<file path="src/rtl/sub_array_stream_packer.sv">
// Sub-row split tile packer: row-major element stream in, packed tile out.
// Upper SUB_ROWS rows go column-major first, then the remaining rows.
module sub_array_stream_packer #(
    parameter int BIT_WIDTH = 4,
    parameter int ROWS      = 8,
    parameter int COLS      = 8,
    parameter int SUB_ROWS  = 4,
    localparam int RW = (ROWS > 1) ? $clog2(ROWS) : 1,
    localparam int CW = (COLS > 1) ? $clog2(COLS) : 1,
    localparam int N  = ROWS * COLS,
    localparam int OW = N * BIT_WIDTH
) (
    input  logic                 clk,
    input  logic                 rst_n,
    input  logic                 flush,
    input  logic [BIT_WIDTH-1:0] in_data,
    input  logic                 in_valid,
    output logic                 in_ready,
    output logic [OW-1:0]        out,
    output logic                 out_valid,
    input  logic                 out_ready,
    output logic [RW-1:0]        row_idx,
    output logic [CW-1:0]        col_idx
);

    localparam int SW = $clog2(N) + 1;
    localparam logic [SW-1:0] SR_W   = SW'(SUB_ROWS);
    localparam logic [SW-1:0] LR_W   = SW'(ROWS - SUB_ROWS);
    localparam logic [SW-1:0] BASE_W = SW'(COLS * SUB_ROWS);

    typedef enum logic {FILL, FULL} state_t;

    state_t          state_q, state_d;
    logic [RW-1:0]   row_q, row_d;
    logic [CW-1:0]   col_q, col_d;
    logic [OW-1:0]   out_q, out_d;

    logic [SW-1:0]   r_w, c_w, slot;
    logic            upper;
    logic            col_wrap, last;

    assign r_w = SW'(row_q);
    assign c_w = SW'(col_q);

    if (SUB_ROWS == 0) begin : g_no_upper
        assign upper = 1'b0;
    end else begin : g_upper
        assign upper = (r_w < SR_W);
    end

    // Slot arithmetic carries one spare bit so BASE_W never wraps.
    assign slot = upper ? (c_w * SR_W + r_w)
                        : (BASE_W + c_w * LR_W + (r_w - SR_W));

    assign col_wrap = (col_q == CW'(COLS - 1));
    assign last     = col_wrap && (row_q == RW'(ROWS - 1));

    always_ff @(posedge clk or negedge rst_n) begin
        if (!rst_n) begin
            state_q <= FILL;
            row_q   <= '0;
            col_q   <= '0;
            out_q   <= '0;
        end else begin
            state_q <= state_d;
            row_q   <= row_d;
            col_q   <= col_d;
            out_q   <= out_d;
        end
    end

    always_comb begin
        state_d = state_q;
        row_d   = row_q;
        col_d   = col_q;
        out_d   = out_q;
        if (flush) begin
            state_d = FILL;
            row_d   = '0;
            col_d   = '0;
        end else begin
            unique case (state_q)
                FILL: begin
                    if (in_valid) begin
                        for (int s = 0; s < N; s++) begin
                            if (slot == SW'(s)) begin
                                out_d[s*BIT_WIDTH +: BIT_WIDTH] = in_data;
                            end
                        end
                        if (col_wrap) begin
                            col_d = '0;
                            row_d = last ? '0 : row_q + 1'b1;
                        end else begin
                            col_d = col_q + 1'b1;
                        end
                        if (last) begin
                            state_d = FULL;
                        end
                    end
                end
                FULL: begin
                    if (out_ready) begin
                        state_d = FILL;
                    end
                end
                default: state_d = FILL;
            endcase
        end
    end

    assign in_ready  = (state_q == FILL);
    assign out_valid = (state_q == FULL);
    assign out       = out_q;
    assign row_idx   = row_q;
    assign col_idx   = col_q;

endmodule

</file>
<file path="config.mk">
export PLATFORM = sky130hd
export DESIGN_NAME = sub_array_stream_packer
export DESIGN_NICKNAME = d
export VERILOG_FILES = /design/src/rtl/sub_array_stream_packer.sv
export SDC_FILE = /design/constraint.sdc
export NUM_CORES = 1
export LEC_CHECK = 0
export CAP_MARGIN = 30
export CORE_UTILIZATION = 40
export DETAILED_ROUTE_END_ITERATION = 10
export PLACE_DENSITY = 0.79
export SLEW_MARGIN = 20
export SYNTH_ARGS = -nofsm -noshare
export SYNTH_HDL_FRONTEND = slang
export SYNTH_SLANG_ARGS = --single-unit
</file>
<file path="constraint.sdc">
create_clock -name clk -period 5.2 [get_ports clk]
set_clock_uncertainty 0.1 [all_clocks]
set_input_delay 1.04 -clock clk [delete_from_list [all_inputs] [get_ports clk]]
set_output_delay 1.04 -clock clk [all_outputs]
set_load 0.1 [all_outputs]
</file>
# Word level (Yosys, flattened, before mapping)
# Cells that the tools add are included.
# op_classes
addsub	6
n_lt_le_gt_ge	1
eq_ne	66
n_mux	15
bitwise	2
reduce_logical	70
# op_table
op	count
$reduce_and 4->1	64
$eq 7x6->1 const B	32
$eq 7x5->1 const B	16
$eq 7x4->1 const B	8
$eq 7x3->1 const B	4
$mux 3	9
$eq 7x2->1 const B	2
$add 6x5->7 const A	1
$add 7x7->7	1
$eq 7x1->1 const B	1
$logic_not 7->1	1
$mux 7	1
$add 3x1->3 const B	2
$add 5x3->6	1
$eq 3x3->1 const B	2
$mux 1	4
$reduce_bool 2->1	2
$sub 3x3->4 const B	1
$lt 3x3->1 const B	1
$reduce_and 3->1	1
$ne 2x2->1 const B	1
$not 1->1	2
$pmux 1 s2	1
$reduce_and 2->1	1
$logic_and 1x1->1	1
# totals
reg_bits	263
input_bits	9

# Longest topological paths before layout
# depth
ltp_word	7
mapped_depth	5
ltp_nobuf	5

# Worst setup path before layout
# OpenSTA, ideal clock, no wires.
# synth_timing
kind	flip-flop to output port
startpoint	register state_q (netlist: out_valid)
endpoint	output in_ready
t_arrival_ns	1.861
required_time_ns	4.060
slack_ns	2.199
stages_incl_launch_ff	4
path_cell_list	dfrtp_1 buf_2 clkbuf_1 inv_1
# synth_between
elab_chain_len	1
# synth_rtl
item	line	rtl
start: declaration	33	state_t state_q, state_d;
start signal: assignment	65	state_q <= state_d;
$not 1->1 (no source line)	n/a	
end: declaration	18	output logic in_ready,
# No other way between the ends.

# Worst setup path in the final report
# layout_timing
startpoint	register col_q[0] (netlist: col_idx[0])
endpoint	output col_idx[0]
# layout_rtl
item	line	rtl
start: declaration	35	logic [CW-1:0] col_q, col_d;
start signal: assignment	67	col_q <= col_d;
end: declaration	23	output logic [CW-1:0] col_idx
# No word-level cell between the ends.

==> flow_summary.json <==
{
  "status": "finished clean",
  "grt_pass1_wl_um": 43000,
  "cts_tree": "done",
  "synth_area_leaders": "dfrtp_1 63%, mux2_2 27%, nand2_1 1.8%",
  "vdd_ir_drop_max_mv": 0.256,
  "min_path_type": "primary input to async pin",
  "n_antenna_cell": 0,
  "drive_gt1_frac": 0.336,
  "final.period_utilization": 0.716,
  "clockBufferDepth": 3,
  "ios": 273,
  "fin_area_sq_mm": 0.0145,
  "synth.most_common_cell": "dfrtp_1",
  "ys_dominant_reg_cell": "dfrtp_1",
  "path_delay_family": "buffers and inverters",
  "critPathRequiredTime_ns": 4.06,
  "worst-path-buf-inv": 1,
  "holdWs_ns": 0.294,
  "end_kind": "output pin",
  "floorplan.initialDensity": 0.410,
  "async_flop_share": 1.00,
  "grt_overflow": 0,
  "crit_type": "flop to output pin",
  "drtIter0Drc": 317,
  "drtPass1Iterations": 4,
  "worstPathArrival_ns": 2.58,
  "fin_nets": 969,
  "ys_seq_area_frac": 0.634,
  "n_fill_cell": 2022,
  "rsz0062_at_grt": "false",
  "cts_buffers": 29,
  "critical-path-max-stage-delay_ns": 1.31,
  "clk-insertion-delay-late_ns": 0.53,
  "cpMaxStageDelayCell": "clkdlybuf4s50_1",
  "met3_usage": 0.0513,
  "cap_viol_max_count": 0,
  "vias_per_cell": 5.12,
  "die-area_sq_mm": 0.0266,
  "yosysUniqueCellTypes": 26,
  "met1_usage": 0.265,
  "synth_commonest_cells": "263 x dfrtp_1, 249 x mux2_2, 51 x nand2_1",
  "worst_pin_slew_ns": 1.05,
  "antenna_found_initial": 0,
  "gp_congestion": 0.762,
  "slew_violations": 0,
  "worst_setup_path_start_kind": "flop",
  "cts_sinks": 263,
  "core_region_area_sq_mm": 0.0253,
  "cts_root_buf": "clkbuf_16",
  "htreeDepth": 1,
  "p_leak_nw": 6.84,
  "die_x_um": 163,
  "vias": 6683,
  "routed_wl_um": 27500,
  "gr-usage-all-layers": 0.212,
  "ys_ff_latch": 263,
  "synth_cells": 678,
  "grt_pass1_vias": 7139,
  "hold_violations": 0,
  "busiest_layer": "met2",
  "synth_edf_count": 0,
  "powerDensity_mw_per_mm2": 324,
  "path_max_fanout": 20,
  "dp_hpwl_um": 18000,
  "period_needed_ns": 3.72,
  "synth.avg_cell_area_sq_um": 15.3,
  "drc": 0,
  "cts_setup_buffers": 0,
  "die_h_um": 163,
  "ant_nets": 0,
  "postPlaceCellArea_sq_mm": 0.0135,
  "row_count": 58,
  "cp_cell_sequence": "clkdlybuf4s50_1",
  "cts_resized": 0,
  "port_buffers": 272,
  "clk_pin_slew_ns": 0.06,
  "routedWlPerCell_um": 21.1,
  "grt_start_max_net_pins": 139,
  "netlist.area_leader.share": 0.634,
  "post-route-util": 0.572,
  "synth-warning-count": 0,
  "met2_usage": 0.363,
  "fmax_mhz": 269,
  "finalSetupTns_ns": 0,
  "synth_nets": 694,
  "setup_viol": 0,
  "syn_area_sq_mm": 0.0104,
  "postCtsHoldBufs": 0,
  "slew_headroom": 0.297,
  "syn_to_final_growth_pct": 39.7,
  "synth_area_leader_cell": "dfrtp_1"
}
-- stage by stage --
step | instances | total power, mW | setup WS (ns)
floorplan | 678 | 2.53 | 2.20
global placement | 1247 | 2.70 | 1.64
detailed placement | 1250 | 2.71 | 1.56
CTS | 1303 | 4.74 | 1.47
global route | 1305 | 4.85 | 1.40
finish | 1305 | 4.70 | 1.48
-- cell families (layout without fill, tap and decap cells) --
group | Yosys count | after routing | synth area share
buf+inv | 43 | 340 | 0.0169
flops | 263 | 263 | 0.634
fa+ha+maj | 7 | 7 | 0.00844
simple gates | 102 | 102 | 0.0581
compound gates | 5 | 5 | 0.00277
mux | 258 | 258 | 0.280
-- flip-flops by register name, summed over array words and instances (netlist names) --
signal     count
out          256
col_idx        3
out_valid      1
row_idx        3
-- cell usage in the layout, fill, tap and decap left out, types with 7 or more instances in the layout --
cell type	n
clkdlybuf4s50_1	267
dfrtp_1	263
mux2_2	249
nand2_1	51
clkbuf_16	29
nor2_1	20
and4bb_2	10
mux2_1	7
ha_1	7
-- power breakdown --
group | internal (mW) | total (mW) | switching, mW
combinational | 0.122 | 0.560 | 0.438
clock | 1.21 | 2.02 | 0.811
sequential | 2.09 | 2.12 | 0.0270
total | 3.42 | 4.70 | 1.28
-- routing by layer --
metal  vias up  wire (um)
li1       2955          -
met1      3482      11300
met2       194      13600
met3        52       1810
met4         0        769
met5         -          0
-- cell type report --
| type | count | area, sq um | share of cell area |
|---|---|---|---|
| clock buffers | 41 | 831 | 0.0573 |
| flip-flops and latches | 263 | 6580 | 0.454 |
| repair buffers | 283 | 2900 | 0.200 |
| well taps | 330 | 413 | 0.0285 |
| multi-input cells | 372 | 3630 | 0.250 |
| clock inverters | 12 | 125 | 0.00863 |
| inverters | 4 | 15.0 | 0.00104 |
-- worst register-to-register path: cells and delay by family, from the launching register on --
family	cells	cell delay, ns
DFF	1	0.43
muxes	1	0.37
adders and majority gates	1	0.22
and+or+nand+nor	2	1.13
buffers and inverters	1	0.11
-- worst paths after layout --
path                            start         end  slack [ns]  cells past startpoint
min reg2reg                   out[82]     out[82]        0.39                      1
max reg2reg                row_idx[1]    out[133]        2.72                      5
max                        col_idx[0]  col_idx[0]        1.48                      1
max in group asynchronous       rst_n    out[166]        3.49                      3
min in group clk              out[82]     out[82]        0.39                      1
min                             rst_n    out[113]        0.29                      1
(Power assumes the default switching activity.)
